===== src/rtl/ifu_pkg.sv =====
// Shared types and constants for the instruction fetch unit.
// The FSM state encoding, the response code and the NOP instruction word live here.
package ifu_pkg;

    typedef enum logic [1:0] {
        IFU_REQ  = 2'd0,
        IFU_WAIT = 2'd1,
        IFU_HOLD = 2'd2
    } ifu_state_t;

    localparam logic [1:0]  RESP_OKAY = 2'b00;
    localparam logic [31:0] INST_NOP  = 32'h0000_0013;

    function automatic logic resp_is_fault(input logic [1:0] resp);
        return resp != RESP_OKAY;
    endfunction

endpackage


===== src/rtl/ifu_out_reg.sv =====
// Holding register for the instruction, its PC and the fault flags handed to decode.
// The PC half and the instruction half load independently, so the PC is latched at the AR handshake.
module ifu_out_reg
    import ifu_pkg::*;
#(
    parameter int BITWIDTH = 32
) (
    input  logic                clk,
    input  logic                rst,
    input  logic                pc_load,
    input  logic [BITWIDTH-1:0] pc_d,
    input  logic                misalign_d,
    input  logic                inst_load,
    input  logic [31:0]         inst_d,
    input  logic                fault_d,
    output logic [31:0]         out_inst,
    output logic [BITWIDTH-1:0] out_pc,
    output logic                out_access_fault,
    output logic                out_misalign
);

    logic [31:0]         inst_reg;
    logic [BITWIDTH-1:0] pc_reg;
    logic                fault_reg;
    logic                misalign_reg;

    always_ff @(posedge clk) begin
        if (!rst) begin
            pc_reg       <= '0;
            misalign_reg <= 1'b0;
        end else if (pc_load) begin
            pc_reg       <= pc_d;
            misalign_reg <= misalign_d;
        end
    end

    always_ff @(posedge clk) begin
        if (!rst) begin
            inst_reg  <= INST_NOP;
            fault_reg <= 1'b0;
        end else if (inst_load) begin
            inst_reg  <= inst_d;
            fault_reg <= fault_d;
        end
    end

    assign out_inst         = inst_reg;
    assign out_pc           = pc_reg;
    assign out_access_fault = fault_reg;
    assign out_misalign     = misalign_reg;

endmodule


===== src/rtl/ifu.sv =====
// Instruction fetch unit: one outstanding AXI-lite read per instruction, handed to decode via valid/ready.
// Optional alignment check enabled by defining IFU_MISALIGN_CHECK_EN.
module ifu
    import ifu_pkg::*;
#(
    parameter int BITWIDTH = 32
) (
    input  logic                clk,
    input  logic                rst,
    input  logic [BITWIDTH-1:0] pc,
    output logic                pc_we,
    output logic [BITWIDTH-1:0] mem_araddr,
    output logic                mem_arvalid,
    input  logic                mem_arready,
    input  logic [31:0]         mem_rdata,
    input  logic [1:0]          mem_rresp,
    input  logic                mem_rvalid,
    output logic                mem_rready,
    output logic [31:0]         out_inst,
    output logic [BITWIDTH-1:0] out_pc,
    output logic                out_valid,
    input  logic                out_ready,
    output logic                out_access_fault,
    output logic                out_misalign
);

    ifu_state_t  state_reg;
    ifu_state_t  state_next;
    logic        misaligned;
    logic        pc_load;
    logic        inst_load;
    logic [31:0] inst_d;
    logic        fault_d;

`ifdef IFU_MISALIGN_CHECK_EN
    assign misaligned = (pc[1:0] != 2'b00);
`else
    assign misaligned = 1'b0;
`endif

    always_ff @(posedge clk) begin
        if (!rst) begin
            state_reg <= IFU_REQ;
        end else begin
            state_reg <= state_next;
        end
    end

    always_comb begin
        state_next = state_reg;
        pc_load    = 1'b0;
        inst_load  = 1'b0;
        inst_d     = mem_rdata;
        fault_d    = resp_is_fault(mem_rresp);
        case (state_reg)
            IFU_REQ: begin
                // A misaligned PC never reaches memory; decode gets a NOP tagged with the flag.
                if (misaligned) begin
                    state_next = IFU_HOLD;
                    pc_load    = 1'b1;
                    inst_load  = 1'b1;
                    inst_d     = INST_NOP;
                    fault_d    = 1'b0;
                end else if (mem_arready) begin
                    state_next = IFU_WAIT;
                    pc_load    = 1'b1;
                end
            end
            IFU_WAIT: begin
                if (mem_rvalid) begin
                    state_next = IFU_HOLD;
                    inst_load  = 1'b1;
                end
            end
            IFU_HOLD: begin
                if (out_ready) begin
                    state_next = IFU_REQ;
                end
            end
            default: begin
                state_next = IFU_REQ;
            end
        endcase
    end

    // The request address follows pc directly; pc only moves on pc_we, so it is stable while unaccepted.
    assign mem_araddr  = pc;
    assign mem_arvalid = rst & (state_reg == IFU_REQ) & ~misaligned;
    assign mem_rready  = (state_reg == IFU_WAIT);
    assign out_valid   = (state_reg == IFU_HOLD);
    assign pc_we       = (state_reg == IFU_HOLD) & out_ready;

    ifu_out_reg #(
        .BITWIDTH (BITWIDTH)
    ) u_out_reg (
        .clk              (clk),
        .rst              (rst),
        .pc_load          (pc_load),
        .pc_d             (pc),
        .misalign_d       (misaligned),
        .inst_load        (inst_load),
        .inst_d           (inst_d),
        .fault_d          (fault_d),
        .out_inst         (out_inst),
        .out_pc           (out_pc),
        .out_access_fault (out_access_fault),
        .out_misalign     (out_misalign)
    );

endmodule

===== config.mk =====
export PLATFORM = sky130hd
export DESIGN_NAME = ifu
export DESIGN_NICKNAME = d
export VERILOG_FILES = /design/src/rtl/ifu_pkg.sv /design/src/rtl/ifu_out_reg.sv /design/src/rtl/ifu.sv
export SDC_FILE = /design/constraint.sdc
export NUM_CORES = 1
export LEC_CHECK = 0
export BUFFER_PORTS_ARGS = -buffer_cell sky130_fd_sc_hd__buf_4
export CORE_UTILIZATION = 45
export CTS_BUF_LIST = sky130_fd_sc_hd__clkbuf_2
export CTS_CLUSTER_DIAMETER = 120
export DETAILED_ROUTE_END_ITERATION = 7
export GPL_TIMING_DRIVEN = 1
export PLACE_DENSITY = 0.93
export SYNTH_ARGS = -nofsm -noshare
export SYNTH_HDL_FRONTEND = slang
export SYNTH_HIERARCHICAL = 1
export SYNTH_SLANG_ARGS = --single-unit

===== constraint.sdc =====
create_clock -name clk -period 3.1 [get_ports clk]
set_input_delay 0.93 -clock clk [delete_from_list [all_inputs] [get_ports clk]]
set_output_delay 0.93 -clock clk [all_outputs]
set_load 0.03 [all_outputs]

Word-level counts from Yosys, hierarchy flattened
Index checks and enable logic that the tools add are counted.
{"block": "word_totals", "regBits": 67, "in_bits": 71, "out_inout_bits": 102, "wordCells": 22}
{"block": "op_classes", "eq_ne": 5, "n_mux": 8, "bitwise_logic": 2, "reduce_logical": 3}
{"operator": "two-way mux 2 bit", "n": 3}
{"operator": "one-hot mux 2 bit (3 select lines)", "n": 1}
{"operator": "two-way mux 1 bit", "n": 4}
{"operator": "inequality test 2 bit, second input constant", "n": 2}
{"operator": "AND reduction 3 bit", "n": 1}
{"operator": "AND 1 bit", "n": 2}
{"operator": "equality test 2 x 1 -> 1 bit, second input constant", "n": 1}
{"operator": "equality test 2 bit, second input constant", "n": 1}
{"operator": "logical NOT 2 bit", "n": 1}
{"operator": "inequality test 2 x 1 -> 1 bit, second input constant", "n": 1}
{"operator": "nonzero test 2 bit", "n": 1}

Logic depth before layout (Yosys ltp)
{"block": "logic_depth", "depth_word": 3, "ltp_mapped": 5, "depth_no_buf": 3}

By module
Netlist, hierarchy kept.
{"mod": "ifu_out_reg", "instances": 1, "cells_per_inst": 213, "area_per_inst_um2": 2562.5, "seq_area_each_um2": 1321.3}
{"mod": "ifu", "instances": 1, "cells_per_inst": 48, "area_per_inst_um2": 371.6, "seq_area_each_um2": 40.0}

Worst setup path after synthesis
No wires, ideal clock.
{"block": "synth_timing", "kind": "input to output", "from": "in rst", "to": "out mem_arvalid", "arrival_time_ns": 1.661, "slack_ns": 0.509, "path_stages": 1, "path_buffers": 0, "path_cell_list": "nor3b_1"}
{"block": "synth_between", "elab_chain_len": 1}
{"item": "start, declared", "line_no": "ifu.sv:9", "text": "input logic rst,"}
{"item": "AND 1 bit", "line_no": "ifu.sv:88", "text": "assign mem_arvalid = rst & (state_reg == IFU_REQ) & ~misaligned;"}
{"item": "end, declared", "line_no": "ifu.sv:13", "text": "output logic mem_arvalid,"}
Every way passes these cells.

Worst setup path in the final report
Same ends and word-level chain as after synthesis.

==> run_summary.xml <==
<?xml version="1.0" encoding="UTF-8"?>
<metrics>
  <group name="power">
    <metric name="power_switching_share" unit="">0.302</metric>
    <metric name="power-per-cell-area" unit="mW/mm^2">471</metric>
    <metric name="share_comb_of_total_power" unit="">0.252</metric>
    <metric name="pwr-share-clk" unit="">0.251</metric>
    <metric name="power.switching" unit="mW">0.577</metric>
    <metric name="p_int" unit="mW">1.33</metric>
    <metric name="power.ir.vdd_worst" unit="V">0.000223</metric>
    <metric name="p_leak" unit="nW">1.87</metric>
    <metric name="power" unit="mW">1.91</metric>
    <metric name="share_seq_of_total_power" unit="">0.497</metric>
  </group>
  <group name="place">
    <metric name="placement.io_buffers" unit="">172</metric>
    <metric name="finalWeightedCongestion" unit="">0.687</metric>
    <metric name="hpwlAfterDp" unit="microns">4970</metric>
    <metric name="place_area" unit="sq mm">0.00396</metric>
  </group>
  <group name="floorplan">
    <metric name="coreArea" unit="sq mm">0.00631</metric>
    <metric name="boundaryPins" unit="">173</metric>
    <metric name="dieHeight" unit="microns">82.7</metric>
    <metric name="initial_utilization" unit="">0.465</metric>
    <metric name="fp.dieW" unit="microns">82.7</metric>
    <metric name="die_area" unit="sq mm">0.00685</metric>
    <metric name="num_rows" unit="">29</metric>
  </group>
  <group name="detailed_routing">
    <metric name="remaining_drc_errors" unit="">0</metric>
    <metric name="dr.pass1.iters" unit="">4</metric>
    <metric name="ant_nets" unit="">0</metric>
    <metric name="route.vias.total" unit="">2227</metric>
    <metric name="wl_per_cell" unit="microns">13.6</metric>
    <metric name="detail_route.iter0.violations" unit="">71</metric>
    <metric name="wl_final" unit="microns">6560</metric>
    <metric name="vias_per_cell" unit="">4.62</metric>
  </group>
  <group name="sta">
    <metric name="tightestPinTransition" unit="ns">0.543</metric>
    <metric name="final_setup_tns" unit="ns">0</metric>
    <metric name="clock.fmax" unit="MHz">422</metric>
    <metric name="final.min_clock_period" unit="ns">2.37</metric>
    <metric name="worst_clock_skew" unit="ns">0.0265</metric>
    <metric name="finalHoldWorstSlack" unit="ns">0.518</metric>
    <metric name="final_max_slew_viol_count" unit="">0</metric>
    <metric name="finalSetupViolations" unit="">0</metric>
    <metric name="final_min_period_over_clock_period" unit="">0.764</metric>
    <metric name="max-slew-margin-rel" unit="">0.638</metric>
    <metric name="rsz_0062_raised_after_global_routing" unit="">false</metric>
    <metric name="hold_viol" unit="">0</metric>
  </group>
  <group name="yosys">
    <metric name="seq_area_frac_synth" unit="">0.464</metric>
    <metric name="synth_cell_type_count" unit="">18</metric>
    <metric name="postSynthAreaPerCell" unit="sq um">11.2</metric>
    <metric name="yosysWarnings" unit="">6</metric>
    <metric name="syn-num-nets" unit="">332</metric>
    <metric name="post_synthesis_register_bit_count" unit="">68</metric>
    <metric name="netlist_instances" unit="">261</metric>
    <metric name="synthesis.area" unit="sq mm">0.00293</metric>
  </group>
  <group name="worst_setup_path">
    <metric name="path_class" unit="">input pin to output port</metric>
    <metric name="worstReg2RegStart" unit="">state_reg[0]</metric>
    <metric name="ff2ff_path_depth" unit="">4</metric>
    <metric name="path_common_cell" unit="">buf_4</metric>
    <metric name="worstPathCellList" unit="">buf_4 -&gt; nor3b_1 -&gt; buf_4</metric>
    <metric name="crit_fanout" unit="">2</metric>
    <metric name="reg2reg_setup_slack" unit="ns">1.37</metric>
    <metric name="timing.critical_path.max_delay_family" unit="">buffers and inverters</metric>
    <metric name="worstPathBufferInverterCount" unit="">2</metric>
    <metric name="worst_path_largest_cell_delay" unit="ns">0.22</metric>
    <metric name="r2r_end" unit="">u_out_reg/out_inst[1]</metric>
    <metric name="critPathArrivalTime" unit="ns">1.44</metric>
    <metric name="cp-end-kind" unit="">output port</metric>
    <metric name="req_time_crit_path" unit="ns">2.17</metric>
    <metric name="timing.critical_path.from_type" unit="">input pin</metric>
    <metric name="critPathSlowestCell" unit="">nor3b_1</metric>
  </group>
  <group name="final_layout">
    <metric name="design.final.nets" unit="">472</metric>
    <metric name="drive_above_1_share" unit="">0.474</metric>
    <metric name="syn_to_final_growth" unit="%">38.2</metric>
    <metric name="final.fill_count" unit="">510</metric>
    <metric name="antennaDiodeCount" unit="">0</metric>
    <metric name="layout.cell_area.non_filler" unit="sq mm">0.00405</metric>
  </group>
  <group name="run_status">
    <metric name="run_status" unit="">finished clean</metric>
  </group>
  <group name="clock_tree">
    <metric name="worstSkewPairLatency" unit="ns">0.45</metric>
    <metric name="htree_levels" unit="">3</metric>
    <metric name="tritoncts_num_sinks" unit="">68</metric>
    <metric name="tritoncts_clock_tree" unit="">done</metric>
    <metric name="cts-resized-gates" unit="">0</metric>
    <metric name="cts-buffers-inserted" unit="">9</metric>
    <metric name="clockRootBuffer" unit="">clkbuf_2</metric>
    <metric name="ctsLongestPathBuffers" unit="">2</metric>
    <metric name="path_clk_slew" unit="ns">0.16</metric>
    <metric name="cts-hold-fix-buffers" unit="">0</metric>
    <metric name="cts_setup_buffers" unit="">0</metric>
  </group>
  <group name="min_path">
    <metric name="hold_crit_depth" unit="">2</metric>
    <metric name="min_path_type" unit="">flip-flop to flip-flop</metric>
    <metric name="holdPathEnd" unit="">u_out_reg/out_inst[0]</metric>
    <metric name="hold_path_origin" unit="">u_out_reg/out_inst[0]</metric>
  </group>
  <group name="global_routing">
    <metric name="pin_count_of_the_biggest_net_entering_global_routing" unit="">69</metric>
    <metric name="grt_pass1_vias" unit="">2018</metric>
    <metric name="grt_pass1_wl" unit="microns">9000</metric>
    <metric name="antenna_found_initial" unit="">0</metric>
    <metric name="grtUsageTotal" unit="">0.178</metric>
    <metric name="global_route_overflow" unit="">0</metric>
  </group>
  <group name="flow_run">
    <metric name="max_cap_violations" unit="">0</metric>
  </group>
</metrics>
-- layout make-up --
type	count	area (sq um)	share of cell area
Clock inverter	3	38.8	0.00957
Clock buffer	12	60.1	0.0148
Timing Repair Buffer	176	1330	0.329
Tap cell	77	96.3	0.0238
Multi-Input combinational cell	146	1160	0.287
Sequential cell	68	1360	0.336
-- through the flow --
stage	setup slack [ns]	cells	util
6_report	0.731	482	0.642
5_1_grt	0.636	482	0.642
4_1_cts	0.710	482	0.642
3_5_place_dp	0.719	467	0.626
3_3_place_gp	0.668	467	0.626
2_1_floorplan	0.509	261	-
-- power groups by stage --
stage | Clock [mW] | Combinational (mW) | Sequential [mW]
after floorplan | 0 | 0.239 | 1.06
after global placement | 0 | 0.475 | 0.965
after detailed placement | 0 | 0.486 | 0.968
after CTS | 0.498 | 0.485 | 0.950
after global routing | 0.541 | 0.511 | 0.956
final | 0.479 | 0.481 | 0.949
-- cell usage in the layout, fill, tap and decap left out --
cell / Yosys / routed
clkbuf_2: 1 / 12
buf_4: 32 / 175
a21oi_1: 1 / 1
dfxtp_1: 68 / 68
conb_1: 1 / 1
nor3b_1: 3 / 2
and2_1: 1 / 1
clkinv_1: 0 / 1
nand2_1: 3 / 3
nor3b_2: 0 / 1
and3b_2: 0 / 1
bufinv_16: 0 / 1
nor2b_1: 65 / 65
o21a_1: 1 / 1
nand2b_1: 3 / 3
clkinv_2: 0 / 1
or2_1: 1 / 1
mux2i_1: 66 / 66
buf_12: 6 / 1
-- synthesized netlist by cell type --
master / count / area [sq um]
clkbuf_1: 2 / 7.51
nor3b_1: 3 / 22.5
dfxtp_1: 68 / 1360
nand2_1: 3 / 11.3
buf_6: 2 / 22.5
o21a_1: 1 / 7.51
a21oi_1: 1 / 5.00
buf_12: 6 / 120
and3b_1: 1 / 8.76
clkbuf_2: 1 / 5.00
and2_1: 1 / 6.26
conb_1: 1 / 3.75
buf_4: 32 / 240
nand2b_1: 3 / 18.8
buf_2: 4 / 20.0
nor2b_1: 65 / 407
or2_1: 1 / 6.26
mux2i_1: 66 / 661
-- worst max path at each step --
| stage | cells after the start | to | slack, ns | startpoint |
|---|---|---|---|---|
| after floorplan | 1 | mem_arvalid | 0.51 | rst |
| after global placement | 3 | mem_arvalid | 0.67 | rst |
| after detailed placement | 3 | mem_arvalid | 0.72 | rst |
| after CTS | 3 | mem_arvalid | 0.71 | rst |
| after global routing | 3 | pc_we | 0.64 | state_reg[1] |
| final | 3 | mem_arvalid | 0.73 | rst |
-- logic make-up after synthesis --
logic type / synth area share
AOI/OAI and AO/OA: 0.00426
buffers and inverters: 0.142
DFF: 0.464
muxes: 0.225
other: 0.00128
and+or+nand+nor: 0.164
-- worst min-delay path: cells and delay by family, from the launching register on --
| kind | cells | cell delay (ns) |
|---|---|---|
| mux | 1 | 0.07 |
| flops | 1 | 0.37 |
| simple gates | 1 | 0.06 |
-- routing by layer --
layer / wire length [microns] / track usage / up-vias
li1: - / - / 1098
met1: 2490 / 0.183 / 1021
met2: 3460 / 0.330 / 100
met3: 528 / 0.0484 / 8
met4: 84 / 0.0879 / 0
met5: 0 / 0 / -
Note: power is estimated with default switching activity, not from simulation.
